===== src/rtl/bus_arbiter.sv =====
// Two-master round-robin arbiter/sequencer for the shared CPU memory bus.
// One transaction in flight at a time; a silent slave is cut off by a response timeout.
//
//   state | meaning
//   IDLE  | no owner, bus outputs 0, arbitrate pending requests
//   ISSUE | one cycle, o_bus_DV=1 with the registered request
//   WAIT  | request held on the bus, counting toward timeout
//   RESP  | one cycle, owner's o_mX_DV=1, bus payload outputs 0
module bus_arbiter #(
  parameter int ADDR_W  = 32,
  parameter int DATA_W  = 32,
  parameter int TIMEOUT = 255,
  parameter int TO_W    = 8
) (
  input  logic              i_clk,
  input  logic              i_rst_n,
  input  logic              i_m0_req,
  input  logic [ADDR_W-1:0] i_m0_address,
  input  logic [DATA_W-1:0] i_m0_data,
  input  logic [2:0]        i_m0_bhw,
  input  logic              i_m0_write_notread,
  output logic [DATA_W-1:0] o_m0_data,
  output logic              o_m0_DV,
  output logic              o_m0_err,
  input  logic              i_m1_req,
  input  logic [ADDR_W-1:0] i_m1_address,
  input  logic [DATA_W-1:0] i_m1_data,
  input  logic [2:0]        i_m1_bhw,
  input  logic              i_m1_write_notread,
  output logic [DATA_W-1:0] o_m1_data,
  output logic              o_m1_DV,
  output logic              o_m1_err,
  output logic [ADDR_W-1:0] o_bus_address,
  output logic [DATA_W-1:0] o_bus_data,
  output logic [2:0]        o_bus_bhw,
  output logic              o_bus_write_notread,
  output logic              o_bus_DV,
  input  logic [DATA_W-1:0] i_bus_data,
  input  logic              i_bus_DV,
  output logic [1:0]        o_grant
);

  typedef enum logic [1:0] {IDLE, ISSUE, WAIT, RESP} state_t;

  // Last WAIT cycle before the timeout response is forced.
  localparam logic [TO_W-1:0] TERM_CNT = TO_W'(TIMEOUT - 1);

  state_t            state, state_nx;
  logic              last, owner;
  logic [ADDR_W-1:0] addr_q;
  logic [DATA_W-1:0] data_q;
  logic [2:0]        bhw_q;
  logic              wnr_q;
  logic [TO_W-1:0]   cnt;
  logic              err_q;
  logic              grant_now, grant_sel, capture, time_out;

  always_comb begin
    grant_sel = 1'b0;
    if (i_m0_req && i_m1_req) grant_sel = ~last;
    else if (i_m1_req)        grant_sel = 1'b1;
    grant_now = (state == IDLE) && (i_m0_req || i_m1_req);
    capture   = ((state == ISSUE) || (state == WAIT)) && i_bus_DV;
    time_out  = (state == WAIT) && !i_bus_DV && (cnt == TERM_CNT);
  end

  always_comb begin
    state_nx = state;
    case (state)
      IDLE:    if (grant_now) state_nx = ISSUE;
      ISSUE:   state_nx = i_bus_DV ? RESP : WAIT;
      WAIT:    if (capture || time_out) state_nx = RESP;
      RESP:    state_nx = IDLE;
      default: state_nx = IDLE;
    endcase
  end

  always_ff @(posedge i_clk or negedge i_rst_n) begin
    if (!i_rst_n) state <= IDLE;
    else          state <= state_nx;
  end

  always_ff @(posedge i_clk or negedge i_rst_n) begin
    if (!i_rst_n) begin
      last      <= 1'b1;
      owner     <= 1'b0;
      addr_q    <= '0;
      data_q    <= '0;
      bhw_q     <= '0;
      wnr_q     <= 1'b0;
      cnt       <= '0;
      err_q     <= 1'b0;
      o_m0_data <= '0;
      o_m1_data <= '0;
    end else begin
      if (grant_now) begin
        owner  <= grant_sel;
        last   <= grant_sel;
        addr_q <= grant_sel ? i_m1_address       : i_m0_address;
        data_q <= grant_sel ? i_m1_data          : i_m0_data;
        bhw_q  <= grant_sel ? i_m1_bhw           : i_m0_bhw;
        wnr_q  <= grant_sel ? i_m1_write_notread : i_m0_write_notread;
      end
      if (state == ISSUE)     cnt <= '0;
      else if (state == WAIT) cnt <= cnt + 1'b1;
      // A response on the terminal cycle takes precedence over the timeout.
      if (capture || time_out) begin
        err_q <= ~capture;
        if (owner) o_m1_data <= capture ? i_bus_data : '0;
        else       o_m0_data <= capture ? i_bus_data : '0;
      end
    end
  end

  always_comb begin
    o_bus_address       = '0;
    o_bus_data          = '0;
    o_bus_bhw           = '0;
    o_bus_write_notread = 1'b0;
    o_bus_DV            = 1'b0;
    o_grant             = 2'b00;
    o_m0_DV             = 1'b0;
    o_m1_DV             = 1'b0;
    o_m0_err            = 1'b0;
    o_m1_err            = 1'b0;
    if ((state == ISSUE) || (state == WAIT)) begin
      o_bus_address       = addr_q;
      o_bus_data          = data_q;
      o_bus_bhw           = bhw_q;
      o_bus_write_notread = wnr_q;
    end
    o_bus_DV = (state == ISSUE);
    if (state != IDLE) o_grant = owner ? 2'b10 : 2'b01;
    if (state == RESP) begin
      o_m0_DV  = ~owner;
      o_m1_DV  = owner;
      o_m0_err = ~owner & err_q;
      o_m1_err = owner & err_q;
    end
  end

endmodule


===== config.mk =====
export PLATFORM = sky130hd
export DESIGN_NAME = bus_arbiter
export DESIGN_NICKNAME = d
export VERILOG_FILES = /design/src/rtl/bus_arbiter.sv
export SDC_FILE = /design/constraint.sdc
export NUM_CORES = 1
export LEC_CHECK = 0
export ABC_AREA = 1
export BUFFER_PORTS_ARGS = -buffer_cell sky130_fd_sc_hd__buf_2
export CAP_MARGIN = 20
export CORE_ASPECT_RATIO = 1.1
export CORE_MARGIN = 2
export CORE_UTILIZATION = 25
export CTS_BUF_LIST = sky130_fd_sc_hd__clkbuf_4 sky130_fd_sc_hd__clkbuf_8 sky130_fd_sc_hd__clkbuf_16
export DETAILED_ROUTE_END_ITERATION = 8
export RECOVER_POWER = 100
export SLEW_MARGIN = 0
export SYNTH_ARGS = -nofsm -noshare
export SYNTH_HDL_FRONTEND = slang
export SYNTH_SLANG_ARGS = --single-unit

===== constraint.sdc =====
create_clock -name i_clk -period 1.7 [get_ports i_clk]
set_input_delay 0.17 -clock i_clk [delete_from_list [all_inputs] [get_ports i_clk]]
set_output_delay 0.17 -clock i_clk [all_outputs]
set_load 0.02 [all_outputs]

==> results of run 1 <==
## cell type report
class	instances	share of cell area [%]
timing repair buffer	473	32.56
sequential	145	31.52
multi-input combinational	566	24.33
tap	357	3.878
clock buffer	18	3.758
inverter	88	2.889
clock inverter	14	1.065
## through the flow
| stage | hold slack [ns] | setup WS (ns) | area (um^2) | setup TNS [ns] | utilization (%) |
|---|---|---|---|---|---|
| floorplan | -0.1256 | 0.09188 | 6774 | 0 | - |
| finish | 0.01588 | -0.2161 | 11520 | -17.13 | 42.98 |
| global placement | 0.1248 | 0.06067 | 8856 | 0 | 33.04 |
| detailed placement | 0.1230 | 0.04919 | 8856 | 0 | 33.04 |
| global route | 0.002643 | -0.2954 | 11520 | -33.46 | 42.98 |
| CTS | 0.0001157 | -0.2078 | 11170 | -12.53 | 41.68 |
## power groups by stage
| stage | Clock (mW) | Sequential, mW | Combinational, mW |
|---|---|---|---|
| 2_1_floorplan | 0 | 6.74 | 6.76 |
| 3_3_place_gp | 0 | 6.04 | 11.6 |
| 3_5_place_dp | 0 | 6.08 | 11.6 |
| 4_1_cts | 3.72 | 6.09 | 15.3 |
| 5_1_grt | 3.89 | 6.46 | 18.2 |
| 6_report | 3.62 | 6.26 | 17.0 |
## critical path, delay by kind of cell (launching register included)
family	cells	cell delay [ns]
buffers and inverters	5	0.56
flip-flops	1	0.37
adder cells (fa/ha/maj)	1	0.32
AND/OR/NAND/NOR	1	0.08
## per-layer routing
metal / global-route usage (%) / share of wire [%] / vias to the layer above
li1: - / - / 3566
met1: 21.41 / 39 / 3553
met2: 29.38 / 49 / 429
met3: 4.686 / 8.4 / 66
met4: 8.445 / 3.8 / 2
met5: 0 / 0.048 / -
## cell families after synthesis
family | Yosys count | share of synthesized area (%)
compound gates | 147 | 12.43
fa+ha+maj | 6 | 1.108
flops | 145 | 53.58
buf+inv | 141 | 9.531
xor+xnor | 1 | 0.1293
simple gates | 412 | 23.22
## worst paths after layout
check,start,end,slack [ns],cells past startpoint
setup / recovery,state[1],o_bus_data[24],-0.22,7
hold / removal,i_m1_address[18],addr_q[18],0.02,3
setup reg to reg,state[1],o_m1_data[14],-0.14,12
hold reg to reg,o_m1_data[7],o_m1_data[7],0.48,2
max in group asynchronous,i_rst_n,data_q[10],0.16,3
min in group asynchronous,i_rst_n,o_m1_data[11],0.49,2
## synthesized netlist by cell type
library cell                 n
sky130_fd_sc_hd__nand2_1   318
sky130_fd_sc_hd__dfrtp_1   144
sky130_fd_sc_hd__inv_1      84
sky130_fd_sc_hd__nor2_1     78
sky130_fd_sc_hd__a31oi_1    68
sky130_fd_sc_hd__o21ai_0    61
sky130_fd_sc_hd__buf_2      21
sky130_fd_sc_hd__clkbuf_1   15
sky130_fd_sc_hd__buf_4      10
sky130_fd_sc_hd__o21ai_1     8
sky130_fd_sc_hd__buf_6       7
sky130_fd_sc_hd__nand3_1     7
sky130_fd_sc_hd__ha_1        6
sky130_fd_sc_hd__a21oi_1     5
sky130_fd_sc_hd__inv_2       4
sky130_fd_sc_hd__nor3_1      4
sky130_fd_sc_hd__nand2_2     3
sky130_fd_sc_hd__a21boi_0    1
sky130_fd_sc_hd__a21oi_2     1
sky130_fd_sc_hd__a21oi_4     1
sky130_fd_sc_hd__and3_1      1
sky130_fd_sc_hd__dfstp_2     1
sky130_fd_sc_hd__nand4_1     1
sky130_fd_sc_hd__o211ai_1    1
sky130_fd_sc_hd__o22ai_1     1
sky130_fd_sc_hd__xnor2_1     1
## state kept, by name, indices dropped and copies added (netlist names)
register / cells
bhw_q: 3
owner: 1
cnt: 8
last: 1
o_m1_data: 32
wnr_q: 1
addr_q: 32
state: 2
data_q: 32
err_q: 1
o_m0_data: 32
## repair_timing
item                                    4_1_cts  5_1_grt
endpoints found under the setup margin       69      139
setup buffers                                 6        6
hold endpoints to repair                    102        2
pin swaps                                     8       19
gates cloned                                  5        9
hold buffers                                108        2
resized for setup                           171      131
==> out/qor.txt, run 1 <==
number of distinct library cells after synthesis -> 26
maximum number of pins on one net before global-route repair -> 47
Power Internal -> 14.29 mW
clock root buffer -> sky130_fd_sc_hd__clkbuf_16
Setup Viol. Count Final -> 137
nets -> 1470
data arrival at the endpoint of the critical path -> 1.75 ns
Routability Congestion -> 0.8072
maximum operating frequency -> 0.5219 GHz
wire length of the first global-routing pass -> 39.68 mm
cells along the critical path -> inv_2 > ha_4 > buf_12 > buf_16 > nand2_2 > inv_2 > buf_6
TritonCTS clock tree -> done
area used by sequential logic in the layout -> 3631 um^2
DR iter-0 viols -> 523
min Tclk post-route -> 1.916 ns
post-layout power -> 26.83 mW
total core area -> 26800 um^2
total number of clock tree sinks -> 145
clock buffer count from CTS -> 17
Worst Clk Skew -> 0.01712 ns
transition at the pin with the smallest max-transition slack -> 1.080 ns
run status -> finished, violations left
max_slew headroom -> 28.02%
syn avg cell area -> 7.951 um^2
Tightest Hold Check Type -> primary input to register
placed cells -> 1494
routed wire length per instance -> 16.43 um
worst stage delay on the critical path -> 0.37 ns
y dimension of the die -> 176.6 um
Layout area overhead -> 70.04%
final HPWL from detailed placement -> 15.47 mm
maximum buffer depth of the clock tree -> 2
PD cells -> 2330 nW/um^2
DRT Pass-1 Iters -> 5
share of final-layout standard cells stronger than drive strength 1 -> 34.51%
overall die area -> 28430 um^2
area of the multi-input gates -> 2803 um^2
Core Rows -> 63
most repeated library cell on the critical path -> sky130_fd_sc_hd__inv_2
leading cell type in the layout, fill and taps excluded -> sky130_fd_sc_hd__nand2_1
diode insertion count for antenna repair -> 0
leakage power summed over all cells -> 5.758 nW
Comb pwr share -> 63.2%
cell types occupying the most area after synthesis -> sky130_fd_sc_hd__dfrtp_1 (53%), sky130_fd_sc_hd__nand2_1 (18%), sky130_fd_sc_hd__a31oi_1 (6.3%)
switching portion of total power -> 46.73%
switching power of the nets -> 12.54 mW
area share of the largest cell type after synthesis -> 53.20%
initial cell density of the core -> 25.28%
net count of the mapped netlist -> 1031
# IOs -> 312
via count of the first global-routing pass -> 7524
Worst Setup Path Type -> register to output pin
maxcap violations -> 0
Slew Viols, Final -> 0
number of buffers inserted by port buffering -> 311
Final Cycle Share -> 112.7%
remaining design rule violation count -> 0
clock insertion delay at the later pin of the skew report -> 0.42 ns
master of the slowest instance on the critical path -> sky130_fd_sc_hd__dfrtp_1
Die Wd -> 161.0 um
depth of the CTS H-tree -> 4
violations in the final reports -> setup timing
final standard cell count with taps included and fillers excluded -> 1661
register bit count reported by yosys -> 145
fraction of power consumed by the clock network -> 13.5%
fraction of power consumed by sequential logic -> 23.3%
startpoint types -> register
type of element capturing the critical path -> output pin
synthesis warning total -> 0
total standard cell area after synthesis -> 6774 um^2
drt via density -> 4.585
instance count of the mapped netlist -> 852
Peak supply drop -> 1.354 mV
number of antenna-violating nets in the routed design -> 0
total overflow reported by the global router -> 0
post-synthesis cell type with the largest combined area -> sky130_fd_sc_hd__dfrtp_1
GRT Total Usage -> 17.69%
leading cell types in the layout, fill and taps excluded -> sky130_fd_sc_hd__nand2_1 (274), sky130_fd_sc_hd__buf_2 (173), sky130_fd_sc_hd__dfrtp_1 (143)
Seq/Total Area, Yosys -> 53.58%
setup repair after global routing missed its margin -> true
clock slew seen by the registers of the worst setup and hold paths -> 0.06 ns
number of antenna violations at the first check in global routing -> 1
count of endpoints failing hold in the final timing report -> 0
Crit path required time -> 1.53 ns
worst-case setup margin in the final layout -> -0.2161 ns
via count -> 7616
filler cell count -> 2595
top fanout value on the critical path -> 7
total length of routed wires -> 27.30 mm
Note: power is estimated with default switching activity, not from simulation.
==> run 2: changes to the inputs <==
--- a/config.mk
+++ b/config.mk
@@ -8,11 +8,13 @@
 export ABC_AREA = 1
 export BUFFER_PORTS_ARGS = -buffer_cell sky130_fd_sc_hd__buf_2
 export CAP_MARGIN = 20
+export CELL_PAD_IN_SITES_DETAIL_PLACEMENT = 2
+export CELL_PAD_IN_SITES_GLOBAL_PLACEMENT = 2
 export CORE_ASPECT_RATIO = 1.1
-export CORE_MARGIN = 2
 export CORE_UTILIZATION = 25
 export CTS_BUF_LIST = sky130_fd_sc_hd__clkbuf_4 sky130_fd_sc_hd__clkbuf_8 sky130_fd_sc_hd__clkbuf_16
 export DETAILED_ROUTE_END_ITERATION = 8
+export PLACE_DENSITY_LB_ADDON = 0.1
 export RECOVER_POWER = 100
 export SLEW_MARGIN = 0
 export SYNTH_ARGS = -nofsm -noshare
==> out/qor.txt, run 2 (same netlist as run 1, synthesis figures left out) <==
run status -> finished, violations left
violations in the final reports -> setup timing
cell class contributing the biggest share of worst-path delay -> buffers and inverters
top fanout value on the critical path -> 5 (-2)
worst stage delay on the critical path -> 0.37 ns (about the same)
clock insertion delay at the later pin of the skew report -> 0.43 ns (about the same)
final HPWL from detailed placement -> 18.25 mm (+18%)
clock slew seen by the registers of the worst setup and hold paths -> 0.07 ns (about the same)
via count of the first global-routing pass -> 8862 (+18%)
Crit path required time -> 1.53 ns (about the same)
depth of the CTS H-tree -> 4 (unchanged)
min Tclk post-route -> 1.890 ns (-0.02631 ns)
filler cell count -> 2990 (+15%)
setup slack of the most critical reg-to-reg path -> -0.08 ns (+0.06 ns)
maximum buffer depth of the clock tree -> 2 (unchanged)
number of cells traversed by the worst hold path -> 3 (unchanged)
PD cells -> 2336 nW/um^2 (+0.29%)
Worst Setup Path Type -> register to output pin
core utilization of the finished layout -> 44.85% (+1.9 points)
total core area -> 26380 um^2 (-1.6%)
cells along the critical path -> inv_2 > ha_4 > buf_12 > buf_16 > nand2_2 > inv_2 > buf_6
placed cells -> 1488 (-0.40%)
total length of routed wires -> 34.10 mm (+25%)
TritonCTS clock tree -> done
Tightest Hold Check Type -> primary input to register
data arrival at the endpoint of the critical path -> 1.72 ns (-0.03 ns)
DR iter-0 viols -> 271 (-48%)
remaining design rule violation count -> 0 (unchanged)
start point of the worst hold path -> i_bus_data[6]
# IOs -> 312 (unchanged)
type of element capturing the critical path -> output pin
nets -> 1489 (+1.3%)
wire length of the first global-routing pass -> 49.16 mm (+24%)
initial cell density of the core -> 25.68% (+0.41 points)
number of antenna-violating nets in the routed design -> 0 (unchanged)
transition at the pin with the smallest max-transition slack -> 1.270 ns (+0.1899 ns)
Routability Congestion -> 0.7102 (-12%)
clock buffer count from CTS -> 17 (unchanged)
master of the slowest instance on the critical path -> sky130_fd_sc_hd__dfrtp_1
overall die area -> 27760 um^2 (-2.4%)
Die Wd -> 159.0 um (-1.2%)
leakage power summed over all cells -> 5.902 nW (+2.5%)
share of final-layout standard cells stronger than drive strength 1 -> 32.88% (-1.6 points)
CP Buf/Inv Count -> 5 (unchanged)
via count -> 7718 (+1.3%)
count of endpoints failing hold in the final timing report -> 0 (unchanged)
endpoint of the lowest-slack register-to-register path -> o_m1_data[26]
clock root buffer -> sky130_fd_sc_hd__clkbuf_16
Core Rows -> 62 (-1.6%)
Final Cycle Share -> 111.2% (-1.5 points)
total number of clock tree sinks -> 145 (unchanged)
DRT Pass-1 Iters -> 4 (-1)
Setup Viol. Count Final -> 109 (-20%)
setup repair after global routing missed its margin -> true
total overflow reported by the global router -> 0 (unchanged)
number of buffers inserted by port buffering -> 311 (unchanged)
Hold Path End -> o_m1_data[6]
leading cell types in the layout, fill and taps excluded -> sky130_fd_sc_hd__nand2_1 (286), sky130_fd_sc_hd__buf_2 (179), sky130_fd_sc_hd__dfrtp_1 (143)
maximum number of pins on one net before global-route repair -> 44 (-6.4%)
source of the worst register-to-register timing path -> state[0]
number of antenna violations at the first check in global routing -> 5 (+4)
worst-case setup margin in the final layout -> -0.1898 ns (+0.02631 ns)
max_slew headroom -> 15.36% (-13 points)
maxcap violations -> 0 (unchanged)
final standard cell count with taps included and fillers excluded -> 1679 (+1.1%)
drt via density -> 4.597 (+0.25%)
Layout area overhead -> 74.64%
Worst setup startpoint -> state[0]
Slew Viols, Final -> 0 (unchanged)
Worst Clk Skew -> 0.01705 ns (-0.00006730 ns)
leading cell type in the layout, fill and taps excluded -> sky130_fd_sc_hd__nand2_1
setup slack after placement -> 0.01876 ns (-0.03043 ns)
most repeated library cell on the critical path -> sky130_fd_sc_hd__inv_2
y dimension of the die -> 174.6 um (-1.1%)
maximum operating frequency -> 0.5292 GHz (+1.4%)
GRT Total Usage -> 22.97% (+5.3 points)
routed wire length per instance -> 20.31 um (+24%)
Worst Reg-to-Reg Cells -> 11 (-1)
Setup Total Neg Slack -> -10.93 ns (+6.207 ns)
Peak supply drop -> 1.234 mV (-8.8%)
startpoint types -> register
## run 2: changes by cell type in the layout (fill, tap and decap cells not counted), sizes merged
| cell | delta |
|---|---|
| buf | +5 |
| bufinv | +2 |
| clkbuf | -8 |
| clkinv | +2 |
| clkinvlp | -4 |
| diode | +4 |
| dlygate4sd3 | +21 |
| inv | +1 |
## run 2: report_power, final
group / leakage [nW] / internal (mW) / switching [mW]
Sequential: 1.73 / 5.11 / 1.12
Clock: 0.298 / 2.24 / 1.82
Combinational: 3.88 / 7.22 / 10.1
Total: 5.90 / 14.6 / 13.1
## run 2: how the worst max path moves through the flow
stage,endpoint,cells after the start
finish,o_bus_address[15],7
global route,o_bus_data[22],7
CTS,o_bus_address[31],6
detailed placement,o_bus_bhw[2],6
global placement,o_bus_bhw[2],6
floorplan,o_bus_bhw[0],6
## run 2: worst register-to-register path, cell delays in order (launching register included)
cell                        delay, ns
sky130_fd_sc_hd__dfrtp_1         0.39
sky130_fd_sc_hd__inv_2           0.09
sky130_fd_sc_hd__buf_4           0.12
sky130_fd_sc_hd__ha_4            0.13
sky130_fd_sc_hd__nand2_1         0.07
sky130_fd_sc_hd__nor2_2          0.12
sky130_fd_sc_hd__nand3_2         0.13
sky130_fd_sc_hd__nand2_4         0.16
sky130_fd_sc_hd__nand2_8         0.10
sky130_fd_sc_hd__clkbuf_16       0.19
sky130_fd_sc_hd__nand2_1         0.08
sky130_fd_sc_hd__o21ai_0         0.09
## run 2: area by class of cell
class	count	area, um^2	share of cell area, %
Multi-Input combinational cell	566	2748	23.23
Tap cell	352	440.4	3.723
Sequential cell	145	3631	30.69
Antenna cell	4	10.01	0.08461
Inverter	88	336.6	2.845
Clock inverter	15	187.7	1.586
Clock buffer	17	425.4	3.596
Timing Repair Buffer	492	4051	34.25
## run 2: timing repair
| item | in CTS | in global routing |
|---|---|---|
| hold buffers | 131 | 0 |
| pin swaps | 8 | 10 |
| gates resized for setup | 183 | 103 |
| endpoints found under the setup margin | 72 | 141 |
| hold endpoints to repair | 118 | 0 |
| gates cloned | 3 | 11 |
| setup buffers | 6 | 5 |
## run 2: per-layer routing
layer	track usage, %	wire length [um]	vias up
li1	-	-	3615
met1	26.01	13490	3802
met2	41.68	17860	252
met3	5.436	1934	47
met4	8.694	796	2
met5	0	13	-
## run 2: stage by stage
stage               power, mW  hold WS [ns]  cell area (um^2)
finish                  27.64      0.009927             11830
global route            29.27       0.01239             11830
CTS                     25.95     0.0005141             11460
detailed placement      18.29        0.1483              8892
global placement        18.08        0.1508              8892
floorplan               13.50       -0.1256              6774
==> run 3: changes to the inputs <==
--- a/config.mk
+++ b/config.mk
@@ -16,7 +16,8 @@
 export DETAILED_ROUTE_END_ITERATION = 8
 export PLACE_DENSITY_LB_ADDON = 0.1
 export RECOVER_POWER = 100
-export SLEW_MARGIN = 0
+export SLEW_MARGIN = 20
 export SYNTH_ARGS = -nofsm -noshare
 export SYNTH_HDL_FRONTEND = slang
 export SYNTH_SLANG_ARGS = --single-unit
+export TNS_END_PERCENT = 20
==> out/qor.txt, run 3 (same netlist as run 1, synthesis figures left out) <==
master of the slowest instance on the critical path -> sky130_fd_sc_hd__dfrtp_1
clock root buffer -> sky130_fd_sc_hd__clkbuf_16
Layout area overhead -> 71.20%
cell area after placement -> 8892 um^2 (unchanged)
number of buffers inserted by port buffering -> 311 (unchanged)
fraction of power consumed by sequential logic -> 22.9% (+0.4 points)
run status -> finished, violations left
total length of routed wires -> 32.94 mm (-3.4%)
transition at the pin with the smallest max-transition slack -> 1.261 ns (-0.008608 ns)
Worst Setup Path Type -> register to output pin
total number of clock tree sinks -> 145 (unchanged)
min Tclk post-route -> 1.918 ns (+0.02786 ns)
placed cells -> 1488 (unchanged)
Tightest Hold Check Type -> primary input to register
y dimension of the die -> 174.6 um (unchanged)
maximum operating frequency -> 0.5215 GHz (-1.5%)
wire length of the first global-routing pass -> 48.67 mm (-1.0%)
DRT Pass-1 Iters -> 4 (unchanged)
PD cells -> 2333 nW/um^2 (-0.14%)
final HPWL from detailed placement -> 18.25 mm (unchanged)
post-route cell area -> 11600 um^2 (-2.0%)
type of element capturing the critical path -> output pin
number of antenna-violating nets in the routed design -> 0 (unchanged)
remaining design rule violation count -> 0 (unchanged)
Power Internal -> 14.36 mW (-1.4%)
share of final-layout standard cells stronger than drive strength 1 -> 32.78% (-0.10 points)
Peak supply drop -> 0.9096 mV (-26%)
Slew Viols, Final -> 0 (unchanged)
nets -> 1481 (-0.54%)
cells along the critical path -> inv_2 > ha_4 > buf_12 > clkbuf_16 > nand2_1 > inv_1 > buf_6
switching portion of total power -> 46.91% (-0.36 points)
maximum buffer depth of the clock tree -> 2 (unchanged)
setup slack of the most critical reg-to-reg path -> -0.14 ns (-0.06 ns)
Setup Total Neg Slack -> -12.63 ns (-1.707 ns)
via count of the first global-routing pass -> 8716 (-1.6%)
worst-case setup margin in the final layout -> -0.2176 ns (-0.02786 ns)
leading cell types in the layout, fill and taps excluded -> sky130_fd_sc_hd__nand2_1 (285), sky130_fd_sc_hd__buf_2 (174), sky130_fd_sc_hd__dfrtp_1 (144)
count of endpoints failing hold in the final timing report -> 0 (unchanged)
routed wire length per instance -> 19.71 um (-2.9%)
Crit path required time -> 1.53 ns (about the same)
final standard cell count with taps included and fillers excluded -> 1671 (-0.48%)
Worst Clk Skew -> 0.01626 ns (-0.0007918 ns)
worst hold margin -> 0.005791 ns (-0.004136 ns)
Setup Viol. Count Final -> 101 (-7.3%)
DR iter-0 viols -> 264 (-2.6%)
overall die area -> 27760 um^2 (unchanged)
worst stage delay on the critical path -> 0.37 ns (about the same)
Routability Congestion -> 0.7102 (unchanged)
Final Cycle Share -> 112.8% (+1.6 points)
top fanout value on the critical path -> 5 (unchanged)
leakage power summed over all cells -> 5.765 nW (-2.3%)
setup repair after global routing missed its margin -> true
drt via density -> 4.561 (-0.77%)
clock slew seen by the registers of the worst setup and hold paths -> 0.07 ns (about the same)
startpoint types -> register
total core area -> 26380 um^2 (unchanged)
clock insertion delay at the later pin of the skew report -> 0.43 ns (about the same)
clock buffer count from CTS -> 17 (unchanged)
leading cell type in the layout, fill and taps excluded -> sky130_fd_sc_hd__nand2_1
maximum number of pins on one net before global-route repair -> 44 (unchanged)
initial cell density of the core -> 25.68% (unchanged)
violations in the final reports -> setup timing
via count -> 7622 (-1.2%)
GRT Total Usage -> 22.78% (-0.19 points)
depth of the CTS H-tree -> 4 (unchanged)
max_slew headroom -> 15.94% (+0.57 points)
post-layout power -> 27.06 mW (-2.1%)
Die Wd -> 159.0 um (unchanged)
# IOs -> 312 (unchanged)
Core Rows -> 62 (unchanged)
number of antenna violations at the first check in global routing -> 5 (unchanged)
switching power of the nets -> 12.69 mW (-2.9%)
data arrival at the endpoint of the critical path -> 1.75 ns (+0.03 ns)
TritonCTS clock tree -> done
Comb pwr share -> 62.3% (-0.5 points)
maxcap violations -> 0 (unchanged)
total overflow reported by the global router -> 0 (unchanged)
fraction of power consumed by the clock network -> 14.8% (about the same)
-- run 3: cell count changes in the layout (fill, tap and decap cells not counted), moves of 6 or more --
| cell | change |
|---|---|
| sky130_fd_sc_hd__nand2_2 | +11 |
| sky130_fd_sc_hd__o21ai_0 | +10 |
| sky130_fd_sc_hd__o21ai_1 | -10 |
| sky130_fd_sc_hd__buf_6 | +8 |
| sky130_fd_sc_hd__nand2_4 | -8 |
| sky130_fd_sc_hd__buf_4 | -7 |
| sky130_fd_sc_hd__inv_2 | +6 |
-- run 3: worst paths after layout --
path | to | cells past startpoint | start
worst max-delay path | o_bus_data[30] | 7 | state[0]
worst min-delay path | o_m1_data[8] | 3 | i_bus_data[8]
worst max register to register | addr_q[23] | 8 | state[0]
worst min register to register | o_m1_data[13] | 2 | o_m1_data[13]
max in group asynchronous | last | 3 | i_rst_n
min in group asynchronous | o_m0_data[6] | 2 | i_rst_n
-- run 3: power by group through the flow --
stage / sequential (mW) / clock, mW / combinational (mW)
2_1_floorplan: 6.74 / 0 / 6.76
3_3_place_gp: 5.99 / 0 / 12.1
3_5_place_dp: 6.06 / 0 / 12.2
4_1_cts: 6.02 / 4.13 / 15.2
5_1_grt: 6.38 / 4.25 / 18.1
6_report: 6.19 / 4.01 / 16.9
-- run 3: what timing repair did --
item / 4_1_cts / 5_1_grt
cloned: 2 / 5
buffers inserted: 4 / 5
resized for setup: 150 / 126
pin swaps: 1 / 10
endpoints found under the setup margin: 72 / 141
endpoints found under the hold margin: 118 / 0
hold buffers: 131 / 0
-- run 3: stage by stage --
| stage | worst slack (ns) | util (%) |
|---|---|---|
| 6_report | -0.2176 | 43.97 |
| 5_1_grt | -0.2814 | 43.96 |
| 2_1_floorplan | 0.09188 | - |
| 3_3_place_gp | 0.06021 | 33.71 |
| 3_5_place_dp | 0.01876 | 33.71 |
| 4_1_cts | -0.2121 | 42.99 |
-- run 3: critical path: cells and delay by family, from the launching register on --
family                   cells  cell delay, ns
adder cells (fa/ha/maj)      1            0.33
flip-flops                   1            0.37
buffers and inverters        5            0.56
AND/OR/NAND/NOR              1            0.05
-- run 3: metal layers --
layer	vias up	wire (um)	global-route usage, %
met3	59	1763	5.008
met2	248	17210	41.15
li1	3589	-	-
met4	2	903	9.014
met1	3724	13050	26.05
met5	-	13	0
-- run 3: area by class of cell --
type	instances	area, um^2
Multi-Input combinational cell	566	2683
Clock inverter	15	187.7
Clock buffer	17	425.4
Inverter	88	334.1
Antenna cell	4	10.01
Fill cell	2969	14780
Sequential cell	145	3630
Tap cell	352	440.4
Timing Repair Buffer	484	3887
